===== config.mk =====
export PLATFORM = sky130hd
export DESIGN_NAME = spi_master_txp
export DESIGN_NICKNAME = d
export VERILOG_FILES = /design/src/rtl/spi_master_txp.sv
export SDC_FILE = /design/constraint.sdc
export NUM_CORES = 1
export LEC_CHECK = 0
export BUFFER_PORTS_ARGS = -buffer_cell sky130_fd_sc_hd__buf_4
export CORE_MARGIN = 1
export CORE_UTILIZATION = 38
export CTS_CLUSTER_DIAMETER = 100
export CTS_CLUSTER_SIZE = 30
export DETAILED_ROUTE_END_ITERATION = 6
export PLACE_DENSITY = 0.66
export SLEW_MARGIN = 20
export SYNTH_ARGS = -nofsm -noshare
export SYNTH_HDL_FRONTEND = slang
export SYNTH_SLANG_ARGS = --single-unit
export TNS_END_PERCENT = 50

===== constraint.sdc =====
create_clock -name In_clk -period 1.8 [get_ports In_clk]
set_input_delay 0.09 -clock In_clk [delete_from_list [all_inputs] [get_ports In_clk]]
set_output_delay 0.09 -clock In_clk [all_outputs]
set_load 0.02 [all_outputs]

===== src/rtl/spi_master_txp.sv =====
// spi_master_txp: parametrised SPI master transmitter (any width, bit order, CPOL/CPHA mode).
// Define SPI_MISO_RX_EN to build the MISO capture path for full-duplex frames.
module spi_master_txp #(
  parameter int REF_CLK   = 50_000_000,
  parameter int SPI_SCLK  = 1_000_000,
  parameter int DATA_W    = 8,
  parameter int CPOL      = 0,
  parameter int CPHA      = 0,
  parameter int LSB_FIRST = 0
) (
  input  logic              In_clk,
  input  logic              In_rst_n,
  input  logic              In_tx_req,
  input  logic [DATA_W-1:0] In_tx_data,
  input  logic              In_spi_miso,
  output logic              Out_tx_busy,
  output logic              Out_tx_done,
  output logic [DATA_W-1:0] Out_rx_data,
  output logic              Out_rx_valid,
  output logic              Out_spi_cs_n,
  output logic              Out_spi_sclk,
  output logic              Out_spi_mosi
);
  // state   | meaning
  // S_IDLE  | cs_n high, waiting for In_tx_req
  // S_SETUP | cs_n low, sclk at idle level for HALF cycles
  // S_SHIFT | 2*DATA_W sclk edges, one per half period
  // S_HOLD  | cs_n low after the last edge for HALF cycles
  // S_GAP   | cs_n high; together with IDLE gives HALF cycles of CS-high
  localparam int HALF = REF_CLK / (2 * SPI_SCLK);
  localparam int HCW  = (HALF > 1) ? $clog2(HALF) : 1;
  localparam int ECW  = $clog2(2 * DATA_W + 1);
  localparam logic [HCW-1:0] HALF_LD   = HCW'(HALF - 1);
  localparam logic [HCW-1:0] GAP_LD    = HCW'((HALF > 1) ? HALF - 2 : 0);
  localparam logic [ECW-1:0] LAST_EDGE = ECW'(2 * DATA_W - 1);
  localparam logic           IDLE_LVL  = 1'(CPOL);

  typedef enum logic [2:0] {S_IDLE, S_SETUP, S_SHIFT, S_HOLD, S_GAP} state_t;

  state_t            state;
  logic [HCW-1:0]    half_cnt;
  logic [ECW-1:0]    edge_cnt;
  logic [DATA_W-1:0] tx_sr;
  logic [DATA_W-1:0] tx_ord;
  logic              cs_n, sclk, mosi, busy, done;
  logic              leading;

  // Shift registers always run MSB-first; LSB_FIRST is handled by reversing words.
  function automatic logic [DATA_W-1:0] order(input logic [DATA_W-1:0] d);
    logic [DATA_W-1:0] r;
    r = d;
    if (LSB_FIRST != 0)
      for (int b = 0; b < DATA_W; b++) r[b] = d[DATA_W-1-b];
    return r;
  endfunction

  assign tx_ord  = order(In_tx_data);
  assign leading = ~edge_cnt[0];

`ifdef SPI_MISO_RX_EN
  logic [DATA_W-1:0] rx_sr, rx_data;
  logic              rx_valid;
  assign Out_rx_data  = rx_data;
  assign Out_rx_valid = rx_valid;
`else
  logic unused_miso;
  assign unused_miso  = In_spi_miso;
  assign Out_rx_data  = '0;
  assign Out_rx_valid = 1'b0;
`endif

  always_ff @(posedge In_clk or negedge In_rst_n) begin
    if (!In_rst_n) begin
      state    <= S_IDLE;
      half_cnt <= '0;
      edge_cnt <= '0;
      tx_sr    <= '0;
      cs_n     <= 1'b1;
      sclk     <= IDLE_LVL;
      mosi     <= 1'b0;
      busy     <= 1'b0;
      done     <= 1'b0;
`ifdef SPI_MISO_RX_EN
      rx_sr    <= '0;
      rx_data  <= '0;
      rx_valid <= 1'b0;
`endif
    end else begin
      done <= 1'b0;
`ifdef SPI_MISO_RX_EN
      rx_valid <= 1'b0;
`endif
      case (state)
        S_IDLE: if (In_tx_req) begin
          state    <= S_SETUP;
          half_cnt <= HALF_LD;
          edge_cnt <= '0;
          cs_n     <= 1'b0;
          busy     <= 1'b1;
          if (CPHA == 0) begin
            tx_sr <= tx_ord << 1;
            mosi  <= tx_ord[DATA_W-1];
          end else begin
            tx_sr <= tx_ord;
            mosi  <= 1'b0;
          end
        end
        S_SETUP: if (half_cnt == '0) begin
          state    <= S_SHIFT;
          half_cnt <= HALF_LD;
        end else half_cnt <= half_cnt - 1'b1;
        S_SHIFT: if (half_cnt == '0) begin
          half_cnt <= HALF_LD;
          sclk     <= ~sclk;
          edge_cnt <= edge_cnt + 1'b1;
          // CPHA=0 preloads bit 0, so it skips the shift on the final trailing edge
          if ((CPHA == 0) ? (!leading && edge_cnt != LAST_EDGE) : leading) begin
            mosi  <= tx_sr[DATA_W-1];
            tx_sr <= tx_sr << 1;
          end
`ifdef SPI_MISO_RX_EN
          if (leading == (CPHA == 0)) rx_sr <= (rx_sr << 1) | DATA_W'(In_spi_miso);
`endif
          if (edge_cnt == LAST_EDGE) state <= S_HOLD;
        end else half_cnt <= half_cnt - 1'b1;
        S_HOLD: if (half_cnt == '0) begin
          cs_n <= 1'b1;
          done <= 1'b1;
          mosi <= 1'b0;
`ifdef SPI_MISO_RX_EN
          rx_data  <= order(rx_sr);
          rx_valid <= 1'b1;
`endif
          if (HALF > 1) begin
            state    <= S_GAP;
            half_cnt <= GAP_LD;
          end else begin
            state <= S_IDLE;
            busy  <= 1'b0;
          end
        end else half_cnt <= half_cnt - 1'b1;
        S_GAP: if (half_cnt == '0) begin
          state <= S_IDLE;
          busy  <= 1'b0;
        end else half_cnt <= half_cnt - 1'b1;
        default: state <= S_IDLE;
      endcase
    end
  end

  assign Out_tx_busy  = busy;
  assign Out_tx_done  = done;
  assign Out_spi_cs_n = cs_n;
  assign Out_spi_sclk = sclk;
  assign Out_spi_mosi = mosi;
endmodule


==> results.cfg, run 1 <==
[drt]
drt-initial-drc-count = 136
drc_errors = 0
first_pass_iters = 4
wl_per_cell_um = 15.09
drt-vias-per-instance = 5.582
drt_wl_total_um = 3758
num_vias = 1390
ant_nets = 0

[setup_path]
cp_slowest_cell = or4b_4
critPathLaunch = half_cnt[0]
critPathCaptureType = register
timing.critical_path.cells = inv_2 -> ha_4 -> buf_6 -> or4b_4 -> maj3_2 -> a21boi_2 -> o2bb2ai_1
r2r_slack_ns = -0.002
path_max_fanout = 2
critPathMaxStageDelay_ns = 0.46
worstPathArrival_ns = 1.97
start_kind = register
reg2reg_from = half_cnt[0]
required_ns = 1.97
critPathKind = register to register
reg2regPathDepth = 7
setup.worst_path.end = half_cnt[2]
r2r_end = half_cnt[2]

[cts]
path_clk_slew_ns = 0.09
cts_sinks = 25
clk_latency_ns = 0.27
htreeDepth = 1
clock_path_buffers = 2
numCtsBuffers = 3
clockRootBuffer = clkbuf_8
cts_tree = done

[yosys]
syn-instance-count = 164
yosys_warnings = 0
synthTopCellsByCount = dfrtp_1 (24), nand2_1 (14), mux2_2 (12)
synth_cell_type_count = 48
ys.flop_type = dfrtp_1
synth-seq-area-share_pct = 40.21
synth_edf_count = 0
avgSynthCellArea_sq_um = 9.506
async_reset_ff_share_pct = 100.0
synth_top_area_share_pct = 38.52
yosysMostFrequentCell = dfrtp_1
synth.top_cells.by_area = dfrtp_1 (39%), mux2_2 (8.7%), buf_4 (4.3%)
synth_area_leader_cell = dfrtp_1
synth_area_sq_um = 1559
synth_seq_cells = 25

[power_and_ir_drop]
ir_drop_uv = 717.6
cellLeakagePower_uw = 0.0008925
totalPowerFinal_uw = 2822
power_per_cell_area_nw_per_um2 = 1438

[sta]
relSlewSlack_pct = 65.41
fmax_mhz = 554.8
hold_ws_ns = 0.05871
slew_viol_final = 0
rsz0062_at_grt = true
finalCritPeriodShare_pct = 100.1
finalSetupViolCount = 1
fin_crit_ns = 1.802
hold_viol = 0
tightest_slew_ns = 0.5169
fin_worst_skew_ns = 0.003066
fin_ws_ns = -0.002466

[final_layout]
nFillCells = 354
drive_gt1_share_pct = 37.81
syn_to_final_growth_pct = 25.92
num_antenna_cells = 0
stdcell_count = 249
nets = 217
fin_util_pct = 51.68

[die]
rows = 22
ioPinCount = 26
fp.dieH_um = 66.05
chipWidth_um = 66.05
coreArea_sq_um = 3799
start_util_pct = 41.04
dieArea_sq_um = 4363

[placed_design]
hpwlAfterDp_um = 2548
portBuffers = 15
gp_congestion = 0.9404
dpl.cell_count = 236

[run]
cap_viol_max_count = 0

[global_route]
grtUsageTotal_pct = 19.09
grt_pass1_wl_um = 6375
grt_overflow_total = 0
grt_antenna_before_repair = 0
first_global_vias = 1397
grt_max_degree = 26

[run_status]
violations = negative setup slack
outcome = complete, but fails checks

[worst_hold_path]
worstHoldPathType = primary input to register
-- final cells by class --
type                            instances  area [sq um]  share of cell area (%)
Clock inverter                          1         5.005                  0.2549
Timing Repair Buffer                   44         336.6                   17.14
Tap cell                               48         60.06                   3.059
Multi-Input combinational cell        120         863.3                   43.98
Sequential cell                        25         626.9                   31.93
Inverter                                8         30.03                   1.530
Clock buffer                            3         41.29                   2.103
-- per-layer routing --
layer / vias to the layer above / track usage, % / part of all wire (%)
met4: 0 / 5.319 / 1.1
met2: 52 / 32.40 / 49
met1: 678 / 24.25 / 44
met3: 6 / 4.138 / 5.9
li1: 654 / - / -
met5: - / 0 / 0
-- flip-flops by register name (all words and copies together) (netlist names) --
signal        count
Out_spi_cs_n      1
Out_spi_sclk      1
tx_sr             7
Out_spi_mosi      1
state             3
edge_cnt          5
half_cnt          5
Out_tx_busy       1
Out_tx_done       1
-- placed cells by master, fill, tap and decap left out, types with 2 or more instances in the layout --
cell / Yosys / routed
nand2_1: 14 / 14
nand3_1: 3 / 3
a21oi_1: 6 / 6
o211ai_1: 2 / 2
mux2_4: 0 / 4
o21ai_1: 0 / 3
buf_4: 9 / 42
o21ai_0: 11 / 8
o31a_1: 2 / 2
mux2_2: 12 / 9
inv_1: 8 / 5
xnor2_1: 2 / 2
nand3b_1: 2 / 2
or3b_2: 2 / 2
inv_2: 0 / 3
a31oi_1: 4 / 4
clkbuf_8: 0 / 3
nor2_1: 9 / 9
nand4_1: 2 / 2
nor3_1: 6 / 6
dfrtp_1: 24 / 24
ha_2: 0 / 2
o22ai_1: 4 / 4
conb_1: 1 / 9
a22o_1: 4 / 4
-- how the worst min path moves through the flow --
stage                   from            to  slack (ns)  cells past startpoint
2_1_floorplan       In_rst_n  Out_spi_mosi       -0.21                      0
6_report       In_tx_data[0]      tx_sr[1]        0.06                      2
3_5_place_dp        In_rst_n      tx_sr[5]        0.02                      1
3_3_place_gp        In_rst_n   half_cnt[0]        0.02                      1
5_1_grt        In_tx_data[0]      tx_sr[1]        0.07                      2
4_1_cts        In_tx_data[0]      tx_sr[1]        0.06                      2
-- kinds of logic after synthesis --
family | Yosys count | synth area share [%]
AOI/OAI and AO/OA | 43 | 18.94
xor gates and xnor gates | 3 | 1.686
adders and majority gates | 4 | 3.130
buffers and inverters | 27 | 9.389
DFF | 25 | 40.21
muxes | 14 | 10.03
other | 1 | 0.2405
and+or+nand+nor | 47 | 16.37
-- where the power goes --
group | switching [uW] | leakage (uW) | internal, uW | total [uW]
Clock | 192 | 0.0000255 | 155 | 348
Combinational | 687 | 0.000568 | 806 | 1490
Sequential | 217 | 0.000299 | 765 | 982
-- through the flow --
stage | instance area (sq um) | setup TNS, ns | setup slack [ns]
after floorplan | 1602 | -0.04704 | -0.04704
after global placement | 1802 | 0 | 0.01342
after detailed placement | 1802 | -0.2247 | -0.07323
after CTS | 1894 | -0.02812 | -0.02812
after global routing | 1963 | -0.2603 | -0.06008
final | 1963 | -0.002466 | -0.002466
-- critical path, delay by kind of cell (launching register included) --
kind / cells / cell delay [ns]
AND/OR/NAND/NOR: 1 / 0.46
AO/OA/AOI/OAI: 2 / 0.20
adder cells (fa/ha/maj): 2 / 0.46
flip-flops: 1 / 0.40
buffers and inverters: 2 / 0.18
-- what timing repair did --
item | CTS | global route
hold buffers | 1 | 0
setup endpoints to repair | 13 | 14
buffers inserted | 2 | 6
hold endpoints to repair | 24 | 0
pin swaps | 4 | 6
gates resized for setup | 6 | 11
Note: power is estimated with default switching activity, not from simulation.
==> inputs of run 2 (changes only) <==
REMOVE_ABC_BUFFERS = 1   (was default)
==> results.cfg, run 2 (synthesized netlist as in run 1, its figures left out) <==
[cts]
clockRootBuffer = clkbuf_8
htreeDepth = 1
cts_tree = done
clock_path_buffers = 2
cts_sinks = 25
numCtsBuffers = 3
path_clk_slew_ns = 0.09
clk_latency_ns = 0.27

[global_route]
grt_overflow_total = 0
first_global_vias = 1371
grt_max_degree = 26
grtUsageTotal_pct = 18.48
grt_pass1_wl_um = 6161
grt_antenna_before_repair = 0

[drt]
wl_met1_um = 1602
first_pass_iters = 4
drt-initial-drc-count = 37
num_vias = 1332
wl_met2_um = 1817
drt_wl_total_um = 3577
drc_errors = 0
wl_per_cell_um = 14.66
wl_met3_um = 123
ant_nets = 0
drt-vias-per-instance = 5.459
top_layer = met4

[setup_path]
critPathTopFamily = adder cells
critPathCaptureType = register
timing.critical_path.cells = ha_1 -> and3_1 -> ha_1 -> inv_2 -> a41o_1 -> nand2_4 -> mux2_1
critPathKind = register to register
start_kind = register
reg2reg_from = edge_cnt[0]
required_ns = 1.96
setup.worst_path.end = tx_sr[6]
path_max_fanout = 7
reg2regPathDepth = 7
critPathLaunch = edge_cnt[0]
worstPathArrival_ns = 1.93
cp.depth = 7
crit_top_cell = ha_1
critPathMaxStageDelay_ns = 0.39
r2r_slack_ns = 0.03
r2r_end = tx_sr[6]
cp_slowest_cell = dfrtp_1
path_buf_inv = 1

[final_layout]
top_regs = tx_sr (7), edge_cnt (5), half_cnt (5)
drive_gt1_share_pct = 34.18
nets = 212
regMostFlops = tx_sr
fin_util_pct = 49.93
largest_register_ff_count = 7
final_cell_mix = buf_4 (38), dfrtp_1 (24), nand2_1 (14)
multi_input_area_sq_um = 838.3
num_antenna_cells = 0
syn_to_final_growth_pct = 21.67
layout_commonest_cell = buf_4
nFillCells = 367
register_area_sq_um = 626.9

[die]
dieArea_sq_um = 4363
ioPinCount = 26
start_util_pct = 41.04
rows = 22
fp.dieH_um = 66.05
coreArea_sq_um = 3799
chipWidth_um = 66.05

[power_and_ir_drop]
ir_drop_uv = 760.7
cellLeakagePower_uw = 0.0008507
power_per_cell_area_nw_per_um2 = 1417
totalPowerFinal_uw = 2688

[run]
cap_viol_max_count = 0

[sta]
hold_viol = 0
finalSetupViolCount = 0
hold_ws_ns = 0.06413
fmax_mhz = 564.6
relSlewSlack_pct = 59.26
fin_worst_skew_ns = 0.002058
tns_ns = 0
tightest_slew_ns = 0.6046
rsz0062_at_grt = true
fin_crit_ns = 1.771
finalCritPeriodShare_pct = 98.39
slew_viol_final = 0

[placed_design]
portBuffers = 15
gp_congestion = 0.8972
hpwlAfterDp_um = 2582

[run_status]
outcome = completed

[worst_hold_path]
worstHoldPathType = primary input to register
[run 2: changes by cell type in the layout (fill, tap and decap cells not counted), sizes merged]
cell | before | now
buf | 43 | 38
[run 2: layer usage]
layer / vias to the layer above / global-route usage, %
met3: 5 / 2.241
met4: 0 / 5.319
li1: 641 / -
met5: - / 0
met1: 647 / 23.22
met2: 39 / 32.91
[run 2: worst min path at each step]
stage / start / end / cells past startpoint
floorplan: In_rst_n / Out_spi_mosi / 0
global placement: In_rst_n / Out_tx_busy / 1
detailed placement: In_rst_n / Out_tx_busy / 1
CTS: In_tx_data[0] / tx_sr[1] / 2
global route: In_tx_data[0] / tx_sr[1] / 2
finish: In_tx_data[0] / tx_sr[1] / 2
[run 2: per-stage QoR]
step | setup WS (ns) | instances | cell area (sq um)
after floorplan | -0.2554 | 153 | 1473
after global placement | 0.009779 | 237 | 1803
after detailed placement | -0.04775 | 237 | 1803
after CTS | 0.01902 | 243 | 1888
after global routing | -0.06159 | 244 | 1897
final | 0.02894 | 244 | 1897
[run 2: where the power goes]
part	internal [uW]	switching, uW
clock	155	187
sequential	765	212
combinational	730	639
total	1650	1040
[run 2: layout make-up]
class,count,share of cell area (%)
multi-input cells,120,44.20
clock inverters,1,0.2639
flip-flops and latches,25,33.05
clock buffers,3,2.177
well taps,48,3.166
repair buffers,39,15.57
inverters,8,1.583
[run 2: what timing repair did]
item,CTS,global route
hold endpoints to repair,25,0
gates resized for setup,5,4
pin swaps,3,2
hold buffers,1,0
endpoints found under the setup margin,6,7
setup buffers,1,1
[run 2: worst reg2reg max path, delay by kind of cell, from the launching register on]
kind            cells  cell delay [ns]
mux                 1             0.32
compound gates      1             0.19
flops               1             0.39
buf+inv             1             0.07
simple gates        2             0.29
fa+ha+maj           2             0.40
==> inputs of run 3 (changes only) <==
ABC_AREA = 1   (was default)
==> results.cfg, run 3 <==
[yosys]
synth_top_area_share_pct = 40.17
synth-seq-area-share_pct = 41.92
synth.top_cells.by_area = dfrtp_1 (40%), nand2_1 (17%), inv_1 (7.3%)
async_reset_ff_share_pct = 100.0
yosys_warnings = 0
ys.flop_type = dfrtp_1
synth_area_sq_um = 1495
syn-instance-count = 204
avgSynthCellArea_sq_um = 7.329
synth_area_leader_cell = dfrtp_1
synth_cell_type_count = 26
synthTopCellsByCount = nand2_1 (67), inv_1 (29), dfrtp_1 (24)
yosysMostFrequentCell = nand2_1
synth_edf_count = 0
synth_seq_cells = 25

[cts]
clock_path_buffers = 2
clockRootBuffer = clkbuf_8
path_clk_slew_ns = 0.10
cts_setup_buffers = 0
cts_sinks = 25
cts_tree = done
htreeDepth = 1
numCtsBuffers = 3
clk_latency_ns = 0.28

[drt]
drt_wl_total_um = 2642
drt-initial-drc-count = 107
num_vias = 1260
drc_errors = 0
ant_nets = 0
wl_per_cell_um = 9.749
drt-vias-per-instance = 4.649
first_pass_iters = 4

[setup_path]
worstPathArrival_ns = 1.78
path_max_fanout = 10
critPathKind = register to register
critPathCaptureType = register
start_kind = register
required_ns = 1.97

[global_route]
first_global_vias = 1098
grt_max_degree = 26
grt_pass1_wl_um = 4747
grt_antenna_before_repair = 0
grt_overflow_total = 0
grtUsageTotal_pct = 14.10

[die]
coreArea_sq_um = 3716
dieArea_sq_um = 4189
start_util_pct = 40.24
ioPinCount = 26
chipWidth_um = 64.73
rows = 22
fp.dieH_um = 64.73

[power_and_ir_drop]
power_per_cell_area_nw_per_um2 = 565.9
combPwrFrac_pct = 5.2
cellLeakagePower_uw = 0.0009512
p_int_uw = 736.5
switching_share_pct = 23.29
seqPwrFrac_pct = 58.6
clkPwrFrac_pct = 36.1
totalPowerFinal_uw = 960.1
switchingPower_uw = 223.6
ir_drop_uv = 245.1

[final_layout]
nets = 239
multi_input_area_sq_um = 714.4
num_antenna_cells = 0
largest_register_ff_count = 7
register_area_sq_um = 626.9
top_regs = tx_sr (7), edge_cnt (5), half_cnt (5)
final_cell_mix = nand2_1 (66), inv_1 (29), dfrtp_1 (24)
nFillCells = 382
fin_util_pct = 45.66
syn_to_final_growth_pct = 13.47
drive_gt1_share_pct = 15.25
regMostFlops = tx_sr
layout_commonest_cell = nand2_1

[sta]
finalSetupViolCount = 0
slew_viol_final = 0
tns_ns = 0
hold_viol = 0
fin_crit_ns = 1.608
finalCritPeriodShare_pct = 89.33
fmax_mhz = 621.9
fin_worst_skew_ns = 0.01102
hold_ws_ns = 0.05362

[placed_design]
portBuffers = 15
gp_congestion = 0.8215
hpwlAfterDp_um = 1920

[worst_hold_path]
worstHoldPathType = primary input to register

[run]
cap_viol_max_count = 0

[run_status]
outcome = completed
-- run 3: power groups by stage --
stage / Sequential, uW / Combinational, uW / Clock (uW)
after floorplan: 576 / 18.0 / 0
after global placement: 574 / 49.8 / 0
after detailed placement: 574 / 49.9 / 0
after CTS: 563 / 51.6 / 358
after global routing: 563 / 56.8 / 374
final: 563 / 50.4 / 347
-- run 3: timing repair --
| item | CTS | global route |
|---|---|---|
| hold buffers | 1 | 0 |
| resized for setup | 0 | 2 |
| endpoints found under the setup margin | 0 | 12 |
| endpoints found under the hold margin | 25 | 0 |
-- run 3: critical path, stage by stage, from the launching register on --
cell	delay, ns
dfrtp_1	0.38
inv_1	0.11
ha_1	0.26
nand3_4	0.16
nand2_2	0.11
nand3_4	0.12
nor2_2	0.27
o21ai_1	0.09
-- run 3: metrics by stage --
stage / setup slack, ns / area (sq um) / cells
finish: 0.1921 / 1697 / 271
global route: -0.003086 / 1697 / 271
detailed placement: 0.1306 / 1622 / 265
global placement: 0.1470 / 1622 / 265
floorplan: 0.3336 / 1441 / 201
CTS: 0.1142 / 1680 / 270
-- run 3: worst paths after layout --
path,startpoint,to,slack (ns),depth (start not counted)
worst max-delay path,half_cnt[0],tx_sr[6],0.19,7
worst min-delay path,In_tx_data[0],tx_sr[1],0.05,3
worst max register to register,half_cnt[0],tx_sr[6],0.19,7
worst min register to register,half_cnt[0],half_cnt[0],0.48,2
max in group asynchronous,In_rst_n,Out_spi_cs_n,1.26,2
min in group asynchronous,In_rst_n,edge_cnt[0],0.24,2
-- run 3: logic make-up after synthesis --
| logic type | after synthesis | synth area share, % |
|---|---|---|
| other | 1 | 0.2508 |
| xor gates and xnor gates | 3 | 1.758 |
| adders and majority gates | 3 | 2.511 |
| DFF | 25 | 41.93 |
| and+or+nand+nor | 99 | 29.04 |
| AOI/OAI and AO/OA | 31 | 11.13 |
| buffers and inverters | 42 | 13.39 |
-- run 3: routing by layer --
metal / share of wire [%] / global-route usage [%]
met2: 42 / 20.96
met5: 0 / 0
met3: 3.9 / 1.056
met4: 1.3 / 5.000
met1: 52 / 21.22
-- run 3: area by class of cell --
| class | instances | share of cell area, % |
|---|---|---|
| Sequential cell | 25 | 36.95 |
| Multi-Input combinational cell | 146 | 42.11 |
| Tap cell | 48 | 3.540 |
| Clock inverter | 1 | 0.4425 |
| Inverter | 31 | 6.858 |
| Timing Repair Buffer | 17 | 7.670 |
| Clock buffer | 3 | 2.434 |
